<file path="src/rtl/dl_shift_arb_if.sv">
// Bundle of requester and response signals for dl_shift_arb.
// master = requester/consumer side, slave = arbiter side.
interface dl_shift_arb_if #(
    parameter int NUM_BITS = 32,
    parameter int NUM_REQ  = 4
);
    localparam int NUM_SHIFT_BITS = $clog2(NUM_BITS);
    localparam int ID_BITS        = $clog2(NUM_REQ);

    logic [NUM_REQ-1:0]                          req_valid;
    logic [NUM_REQ-1:0]                          req_ready;
    logic [NUM_REQ-1:0][1:0]                     req_op;
    logic [NUM_REQ-1:0][NUM_BITS-1:0]            req_data;
    logic [NUM_REQ-1:0][NUM_SHIFT_BITS-1:0]      req_shamt;
    logic                                        rsp_valid;
    logic                                        rsp_ready;
    logic [NUM_BITS-1:0]                         rsp_data;
    logic [ID_BITS-1:0]                          rsp_id;
    logic                                        rsp_err;

    modport master (
        output req_valid, req_op, req_data, req_shamt, rsp_ready,
        input  req_ready, rsp_valid, rsp_data, rsp_id, rsp_err
    );

    modport slave (
        input  req_valid, req_op, req_data, req_shamt, rsp_ready,
        output req_ready, rsp_valid, rsp_data, rsp_id, rsp_err
    );
endinterface

</file>
<file path="src/rtl/dl_shift_arb.sv">
// Round-robin arbiter sharing one right-shifter among NUM_REQ requesters, with a registered response.
// Define DL_SHIFT_ARB_LSHIFT_EN to build SLL (op 10) via operand/result bit reversal.
module dl_shift_arb #(
    parameter int NUM_BITS = 32,
    parameter int NUM_REQ  = 4
) (
    input  logic            clk,
    input  logic            rst_n,
    dl_shift_arb_if.slave   bus
);
    localparam int NUM_SHIFT_BITS = $clog2(NUM_BITS);
    localparam int ID_BITS        = $clog2(NUM_REQ);

    localparam logic [1:0] OP_SRL = 2'b00;
    localparam logic [1:0] OP_SRA = 2'b01;
    localparam logic [1:0] OP_SLL = 2'b10;

`ifdef DL_SHIFT_ARB_LSHIFT_EN
    function automatic logic [NUM_BITS-1:0] bit_rev(input logic [NUM_BITS-1:0] v);
        logic [NUM_BITS-1:0] r;
        for (int i = 0; i < NUM_BITS; i++) begin
            r[i] = v[NUM_BITS-1-i];
        end
        return r;
    endfunction
`endif

    logic [ID_BITS-1:0]         ptr_r;
    logic                       rsp_valid_r;
    logic [NUM_BITS-1:0]        rsp_data_r;
    logic [ID_BITS-1:0]         rsp_id_r;
    logic                       rsp_err_r;

    logic [NUM_REQ-1:0]         grant_s;
    logic [ID_BITS-1:0]         winner_s;
    logic                       found_s;
    logic                       can_accept_s;
    logic                       xfer_s;
    logic [ID_BITS-1:0]         ptr_next_s;

    logic [1:0]                 op_s;
    logic [NUM_BITS-1:0]        data_s;
    logic [NUM_SHIFT_BITS-1:0]  shamt_s;
    logic                       supported_s;
    logic                       fill_s;
    logic [NUM_BITS-1:0]        srl_in_s;
    logic [NUM_BITS-1:0]        shifted_s;
    logic [NUM_BITS-1:0]        result_s;
`ifdef DL_SHIFT_ARB_LSHIFT_EN
    logic                       rev_s;
`endif

    assign can_accept_s = ~rsp_valid_r | bus.rsp_ready;
    assign xfer_s       = found_s & can_accept_s;
    assign ptr_next_s   = (winner_s == ID_BITS'(NUM_REQ - 1)) ? {ID_BITS{1'b0}} : (winner_s + ID_BITS'(1));

    // Round-robin search for the first valid requester starting at the pointer.
    always_comb begin
        grant_s  = {NUM_REQ{1'b0}};
        winner_s = {ID_BITS{1'b0}};
        found_s  = 1'b0;
        for (int k = 0; k < NUM_REQ; k++) begin
            if (!found_s && bus.req_valid[(int'(ptr_r) + k) % NUM_REQ]) begin
                found_s  = 1'b1;
                winner_s = ID_BITS'((int'(ptr_r) + k) % NUM_REQ);
            end else begin
                winner_s = winner_s;
            end
        end
        grant_s[winner_s] = found_s;
    end

    // Keep req_ready low during reset even though the response stage looks empty.
    assign bus.req_ready = grant_s & {NUM_REQ{can_accept_s & rst_n}};

    // Decode the winner's op and run the shared right shifter.
    always_comb begin
        op_s        = bus.req_op[winner_s];
        data_s      = bus.req_data[winner_s];
        shamt_s     = bus.req_shamt[winner_s];
        supported_s = 1'b0;
        fill_s      = 1'b0;
`ifdef DL_SHIFT_ARB_LSHIFT_EN
        rev_s       = 1'b0;
`endif
        case (op_s)
            OP_SRL: supported_s = 1'b1;
            OP_SRA: begin
                supported_s = 1'b1;
                fill_s      = data_s[NUM_BITS-1];
            end
            OP_SLL: begin
`ifdef DL_SHIFT_ARB_LSHIFT_EN
                supported_s = 1'b1;
                rev_s       = 1'b1;
`else
                supported_s = 1'b0;
`endif
            end
            default: supported_s = 1'b0;
        endcase
`ifdef DL_SHIFT_ARB_LSHIFT_EN
        srl_in_s  = rev_s ? bit_rev(data_s) : data_s;
`else
        srl_in_s  = data_s;
`endif
        shifted_s = (srl_in_s >> shamt_s) |
                    (fill_s ? ~({NUM_BITS{1'b1}} >> shamt_s) : {NUM_BITS{1'b0}});
        if (!supported_s) begin
            result_s = data_s;
        end else begin
`ifdef DL_SHIFT_ARB_LSHIFT_EN
            result_s = rev_s ? bit_rev(shifted_s) : shifted_s;
`else
            result_s = shifted_s;
`endif
        end
    end

    // Response register and round-robin pointer; a new transfer overwrites a draining response.
    always_ff @(posedge clk or negedge rst_n) begin
        if (!rst_n) begin
            ptr_r       <= {ID_BITS{1'b0}};
            rsp_valid_r <= 1'b0;
            rsp_data_r  <= {NUM_BITS{1'b0}};
            rsp_id_r    <= {ID_BITS{1'b0}};
            rsp_err_r   <= 1'b0;
        end else if (xfer_s) begin
            ptr_r       <= ptr_next_s;
            rsp_valid_r <= 1'b1;
            rsp_data_r  <= result_s;
            rsp_id_r    <= winner_s;
            rsp_err_r   <= ~supported_s;
        end else if (bus.rsp_ready) begin
            rsp_valid_r <= 1'b0;
        end else begin
            rsp_valid_r <= rsp_valid_r;
        end
    end

    assign bus.rsp_valid = rsp_valid_r;
    assign bus.rsp_data  = rsp_data_r;
    assign bus.rsp_id    = rsp_id_r;
    assign bus.rsp_err   = rsp_err_r;
endmodule

</file>
<file path="src/flat_wrapper.sv">
// flat-port wrapper written by rule: the top's interface ports become plain ports
module dl_shift_arb_flat 
#(
    parameter int NUM_BITS = 32,
    parameter int NUM_REQ  = 4
)
  (clk, rst_n, bus_req_valid, bus_req_op, bus_req_data, bus_req_shamt, bus_rsp_ready, bus_req_ready, bus_rsp_valid, bus_rsp_data, bus_rsp_id, bus_rsp_err);
  dl_shift_arb_if #(.NUM_BITS(NUM_BITS), .NUM_REQ(NUM_REQ)) bus_i ();
  input  logic clk;
  input  logic rst_n;
  input wire logic [$bits(bus_i.req_valid)-1:0] bus_req_valid;
  input wire logic [$bits(bus_i.req_op)-1:0] bus_req_op;
  input wire logic [$bits(bus_i.req_data)-1:0] bus_req_data;
  input wire logic [$bits(bus_i.req_shamt)-1:0] bus_req_shamt;
  input wire logic [$bits(bus_i.rsp_ready)-1:0] bus_rsp_ready;
  output wire logic [$bits(bus_i.req_ready)-1:0] bus_req_ready;
  output wire logic [$bits(bus_i.rsp_valid)-1:0] bus_rsp_valid;
  output wire logic [$bits(bus_i.rsp_data)-1:0] bus_rsp_data;
  output wire logic [$bits(bus_i.rsp_id)-1:0] bus_rsp_id;
  output wire logic [$bits(bus_i.rsp_err)-1:0] bus_rsp_err;
  assign bus_i.req_valid = bus_req_valid;
  assign bus_i.req_op = bus_req_op;
  assign bus_i.req_data = bus_req_data;
  assign bus_i.req_shamt = bus_req_shamt;
  assign bus_i.rsp_ready = bus_rsp_ready;
  assign bus_req_ready = bus_i.req_ready;
  assign bus_rsp_valid = bus_i.rsp_valid;
  assign bus_rsp_data = bus_i.rsp_data;
  assign bus_rsp_id = bus_i.rsp_id;
  assign bus_rsp_err = bus_i.rsp_err;
  dl_shift_arb #(.NUM_BITS(NUM_BITS), .NUM_REQ(NUM_REQ)) u_core (.clk(clk), .rst_n(rst_n), .bus(bus_i));
endmodule
</file>
<file path="config.mk">
export PLATFORM = sky130hd
export DESIGN_NAME = dl_shift_arb_flat
export DESIGN_NICKNAME = d
export VERILOG_FILES = /design/src/rtl/dl_shift_arb_if.sv /design/src/rtl/dl_shift_arb.sv /design/src/flat_wrapper.sv
export SDC_FILE = /design/constraint.sdc
export NUM_CORES = 1
export LEC_CHECK = 0
export ABC_AREA = 1
export CAP_MARGIN = 20
export CORE_MARGIN = 5
export CORE_UTILIZATION = 51
export CTS_CLUSTER_SIZE = 16
export DETAILED_ROUTE_END_ITERATION = 16
export GPL_TIMING_DRIVEN = 0
export PLACE_DENSITY_LB_ADDON = 0.1
export SYNTH_ARGS = -nofsm -noshare
export SYNTH_HDL_FRONTEND = slang
export SYNTH_SLANG_ARGS = --single-unit
</file>
<file path="constraint.sdc">
create_clock -name clk -period 6.5 [get_ports clk]
set_input_delay 0.65 -clock clk [delete_from_list [all_inputs] [get_ports clk]]
set_output_delay 0.65 -clock clk [all_outputs]
set_load 0.02 [all_outputs]
</file>
Word level (Yosys, flattened, before mapping) --
Cells that the tools add are included.
Cells by class: bitwise operators 12, $lt $le $gt $ge 6, shift operators 2, muxes and demuxes 34, equality and inequality tests 2, $add $sub $neg 4, reduce and logical (&&, ||, !) cells 13
Operator list (count):
- 2-to-1 mux 32 bit | 3
- binary-select mux 32 bit (select 2 bit) | 1
- NOT 32 bit | 1
- bitwise OR 32 bit | 1
- right shift 32 x 5 -> 32 bit | 1
- right shift 32 x 5 -> 32 bit, first input constant | 1
- 2-to-1 mux 1 bit | 16
- less-than comparator 3 x 4 -> 1 bit, second input constant | 3
- 2-to-1 mux 2 bit | 6
- binary-select mux 5 bit (select 2 bit) | 1
- bitwise AND 4 bit | 2
- binary-select mux 1 bit (select 2 bit) | 4
- OR reduction 2 bit | 4
- less-than comparator 2 x 3 -> 1 bit, second input constant | 2
- 2-to-1 mux 5 bit | 1
- adder 2 x 1 -> 2 bit, second input constant | 2
- adder 2 bit, second input constant | 2
- binary-select mux 2 bit (select 2 bit) | 1
- logical AND 1 bit | 4
- bitwise AND 1 bit, first input constant | 3
- zero test 1 bit | 3
- bitwise AND 1 bit | 2
- demux 1 bit (select 2 bit) | 1
- equality test 2 x 1 -> 1 bit, second input constant | 1
- 6 further kinds | 7
Word-level totals: word-level logic and storage cells 78, register bits after elaboration 38, output and inout port bits 40, input bits 163

Longest topological paths before layout --
depth in word-level cells 21, depth in mapped cells 26

Worst setup path before layout --
No wires, ideal clock.
kind input port to output port, start point in bus_req_valid[3], end point out bus_req_ready[3], required time 5.850 ns, stages 14, slack 3.673 ns, path buffers 2, arrival 2.177 ns, path through inv_1 nand2_1 nand3_1 nand2_2 nor2_4 nand3_2 nand2_4 nand2_4 buf_6 buf_2 inv_1 ha_1 nand3_1 inv_1
On the way: longest elaborated chain between the ends 18, elaborated cells between the ends (all ways) 32, those cells by class order compare (2); mux (21); bitwise (2); reduce/logical (7)
Ends and longest elaborated chain:
- start: declaration | line flat_wrapper.sv:11 | input wire logic [$bits(bus_i.req_valid)-1:0] bus_req_valid;
- binary-select mux 1 bit (select 2 bit) | line dl_shift_arb.sv:63 | if (!found_s && bus.req_valid[(int'(ptr_r) + k) % NUM_REQ]) begin
- 2-to-1 mux 1 bit (not written as such) | line dl_shift_arb.sv:63
- 2-to-1 mux 1 bit | line dl_shift_arb.sv:63
- zero test 1 bit | line dl_shift_arb.sv:63
- logical AND 1 bit | line dl_shift_arb.sv:63
- 2-to-1 mux 1 bit | line dl_shift_arb.sv:63
- zero test 1 bit | line dl_shift_arb.sv:63
- logical AND 1 bit | line dl_shift_arb.sv:63
- (+3 left out)
- 2-to-1 mux 2 bit (*) | line dl_shift_arb.sv:63
- named net u_core.winner_s[0] | line dl_shift_arb.sv:35 | logic [ID_BITS-1:0] winner_s;
- less-than comparator 2 x 3 -> 1 bit (not written as such) / greater-or-equal comparator 2 x 1 -> 1 bit (equally long branches) | line dl_shift_arb.sv:70 | grant_s[winner_s] = found_s;
- logical AND 1 bit (not written as such) | line dl_shift_arb.sv:70
- 2-to-1 mux 1 bit (not written as such) | line dl_shift_arb.sv:70
- demux 1 bit (select 2 bit) (*)
- bitwise AND 4 bit (no line) (*)
- bitwise AND 4 bit (*) | line dl_shift_arb.sv:74 | assign bus.req_ready = grant_s & {NUM_REQ{can_accept_s & rst_n}};
- end: declaration | line flat_wrapper.sv:16 | output wire logic [$bits(bus_i.req_ready)-1:0] bus_req_ready;
The timed path passes the listed nets; every way through them passes the cells marked *. The select of a mux whose other input is x is not followed.

Worst setup path after layout --
Ends and elaborated chain as after synthesis.

==> results.ini <==
[outcome]
run_status = completed

[sta]
layout_worst_path_cycle_share = 0.632
rsz0062_at_grt = no
setup_viol = 0
hold_viol_final = 0
tightest_slew_margin_relative_to_the_limit = 0.433
highest_attainable_clock_frequency_mhz = 243
worst_slack_ps = 2390
fin_crit_ps = 4110
final_max_slew_viol_count = 0
clock_skew_ps = 9.56
setup_total_negative_slack_ps = 0
worstMarginPinSlew_ps = 851

[global_route]
pin_count_of_the_biggest_net_entering_global_routing = 40
met1_usage = 0.475
grt_first_pass_wirelength_mm = 41.7
grtUsageMet2 = 0.622
grt_pass1_vias = 8137
met3_track_utilization_from_global_routing = 0.124
top_usage_layer = met2
grt_remaining_overflow = 0
grt_antenna_before_repair = 1
grtUsageTotal = 0.396

[clock_network]
cts.root.buffer_cell = sky130_fd_sc_hd__clkbuf_16
post_cts_hold_buffer_count = 0
cts.sinks = 38
cts_buffers = 5
clock_pin_slew_on_the_worst_setup_and_hold_paths_ps = 70
tritoncts = done
post_cts_resized = 0
cts_max_level = 2
postCtsSetupRepairBufs = 0
clock_latency_ps = 300
clock_tree.buffer_depth = 2

[synthesis]
synth-seq-cells = 38
yosysSeqAreaShare = 0.163
ys_async_sr_fraction = 1.00
synth.avg_cell_area_um2 = 5.38
synth_area_mm2 = 0.00585
synthesis.nets = 1254
syn-instance-count = 1087
synthDistinctLibCells = 31
number_of_enable_type_register_cells_in_the_synthesized_netlist = 0
yosys_warnings = 0
synthFlopType = sky130_fd_sc_hd__dfrtp_1

[cells_and_area]
sequential_cell_area_um2 = 951
post_route_cell_area_mm2 = 0.00820
mostFrequentLayoutCells = sky130_fd_sc_hd__nand2_1 (454), sky130_fd_sc_hd__nand3_1 (274), sky130_fd_sc_hd__clkdlybuf4s50_1 (201), sky130_fd_sc_hd__inv_1 (49), sky130_fd_sc_hd__nor2_1 (49)
drive_above_1_share = 0.0856
n_antenna_cell = 0
mostFrequentLayoutCell = sky130_fd_sc_hd__nand2_1
fin_nets = 1463
multi_input_area_mm2 = 0.00424
area_growth_pct = 40.1
layout.filler_cells = 1022

[drt]
route.detailed.wl_per_inst_um = 19.0
detail_route.drc_violations = 0
drt_wl_total_mm = 27.4
dr.first_iter.drc_count = 1150
routed_via_density = 6.02
final_ant_viol_nets = 0
detail_route.first_pass.iterations = 7
vias = 8663

[placement]
detailed_place_hpwl_mm = 21.9
detailed_place.area_mm2 = 0.00805
port_buffers = 202
placement.setup.worst_slack_ps = 2440
globalplace.congestion = 1.14

[floorplan]
fp.dieH_um = 117
fp-row-count = 39
core_area_mm2 = 0.0113
floorplan.die_area_mm2 = 0.0137
floorplan.io_pins = 203
starting_density_of_the_core = 0.517
die_x_um = 117

[worst_setup_path]
worstSetupEndpointType = output port
worst_setup_path_start_kind = input pin
critical_path.max_fanout = 11
slack_of_the_worst_reg_to_reg_path_ps = 3180
crit_type = input pin to output port
worstPathRequired_ps = 5850
critical_path_arrival_ps = 3460

[run]
drv_cap = 0

[worst_hold_path]
hold_path.class = input pin to asynchronous set/reset pin

[final cells by class]
cell class | count | area share
multi-input cells | 921 | 0.517
repair buffers | 202 | 0.246
flip-flops and latches | 38 | 0.116
plain buffers | 70 | 0.0542
inverters | 58 | 0.0266
well taps | 143 | 0.0218
clock buffers | 6 | 0.0169
clock inverters | 2 | 0.00153
[worst paths after layout]
path,startpoint,end,depth (start not counted)
max reg2reg,u_core.ptr_r[0],u_core.bus.rsp_data[6],20
max in group asynchronous,rst_n,u_core.bus.rsp_data[24],1
min in group clk,u_core.bus.rsp_data[4],u_core.bus.rsp_data[4],2
min reg2reg,u_core.bus.rsp_data[4],u_core.bus.rsp_data[4],2
max,bus_req_valid[3],bus_req_ready[3],16
min,rst_n,u_core.bus.rsp_data[19],1
[synthesized netlist by cell type, types with 12 or more instances]
cell,instances,area share
sky130_fd_sc_hd__a21oi_1,35,0.030
sky130_fd_sc_hd__buf_2,28,0.024
sky130_fd_sc_hd__buf_4,15,0.019
sky130_fd_sc_hd__buf_6,12,0.023
sky130_fd_sc_hd__clkbuf_1,15,0.0096
sky130_fd_sc_hd__dfrtp_1,38,0.16
sky130_fd_sc_hd__inv_1,49,0.031
sky130_fd_sc_hd__nand2_1,454,0.29
sky130_fd_sc_hd__nand3_1,274,0.23
sky130_fd_sc_hd__nand3b_1,17,0.022
sky130_fd_sc_hd__nor2_1,49,0.031
sky130_fd_sc_hd__o21ai_0,13,0.011
sky130_fd_sc_hd__o21ai_1,15,0.013
[metal layers]
metal | share of wire | routed length [µm] | up-vias
met5 | 0.00047 | 13 | -
met4 | 0.079 | 2160 | 2
met3 | 0.13 | 3670 | 172
met2 | 0.42 | 11600 | 684
met1 | 0.36 | 10000 | 3821
li1 | - | - | 3984
[cells by family (layout without fill, tap and decap cells)]
group                    Yosys count  count (layout)  share of synthesized area
adder cells (fa/ha/maj)            4               4                    0.00855
AO/OA/AOI/OAI                     82              82                     0.0774
AND/OR/NAND/NOR                  835             835                      0.638
buffers and inverters            128             338                      0.113
flip-flops                        38              38                      0.163
[per-stage QoR]
step / cells / hold WS (ps) / util
floorplan: 1087 / 354 / -
global placement: 1432 / 462 / 0.711
detailed placement: 1432 / 465 / 0.711
CTS: 1440 / 484 / 0.724
global route: 1440 / 500 / 0.724
finish: 1440 / 460 / 0.724
[critical path, cell delays in order]
cell	delay (ps)
sky130_fd_sc_hd__clkdlybuf4s50_1	410
sky130_fd_sc_hd__inv_1	80
sky130_fd_sc_hd__nand2_1	70
sky130_fd_sc_hd__nand3_1	160
sky130_fd_sc_hd__nand2_2	110
sky130_fd_sc_hd__nor2_4	150
sky130_fd_sc_hd__nand3_2	110
sky130_fd_sc_hd__nand3_2	80
sky130_fd_sc_hd__nand2_2	100
sky130_fd_sc_hd__inv_2	90
sky130_fd_sc_hd__buf_6	140
sky130_fd_sc_hd__buf_2	290
sky130_fd_sc_hd__ha_1	250
sky130_fd_sc_hd__nand3_1	80
sky130_fd_sc_hd__inv_1	60
sky130_fd_sc_hd__clkdlybuf4s50_1	600
[flip-flops by register name, indices dropped and copies added (netlist names)]
| name | count |
|---|---|
| u_core.ptr_r | 2 |
| u_core.bus.rsp_err | 1 |
| u_core.bus.rsp_id | 2 |
| u_core.bus.rsp_data | 32 |
| u_core.bus.rsp_valid | 1 |
Power is not shown: default switching activity piles up to over one toggle a cycle in this logic, so the estimate is an artifact.
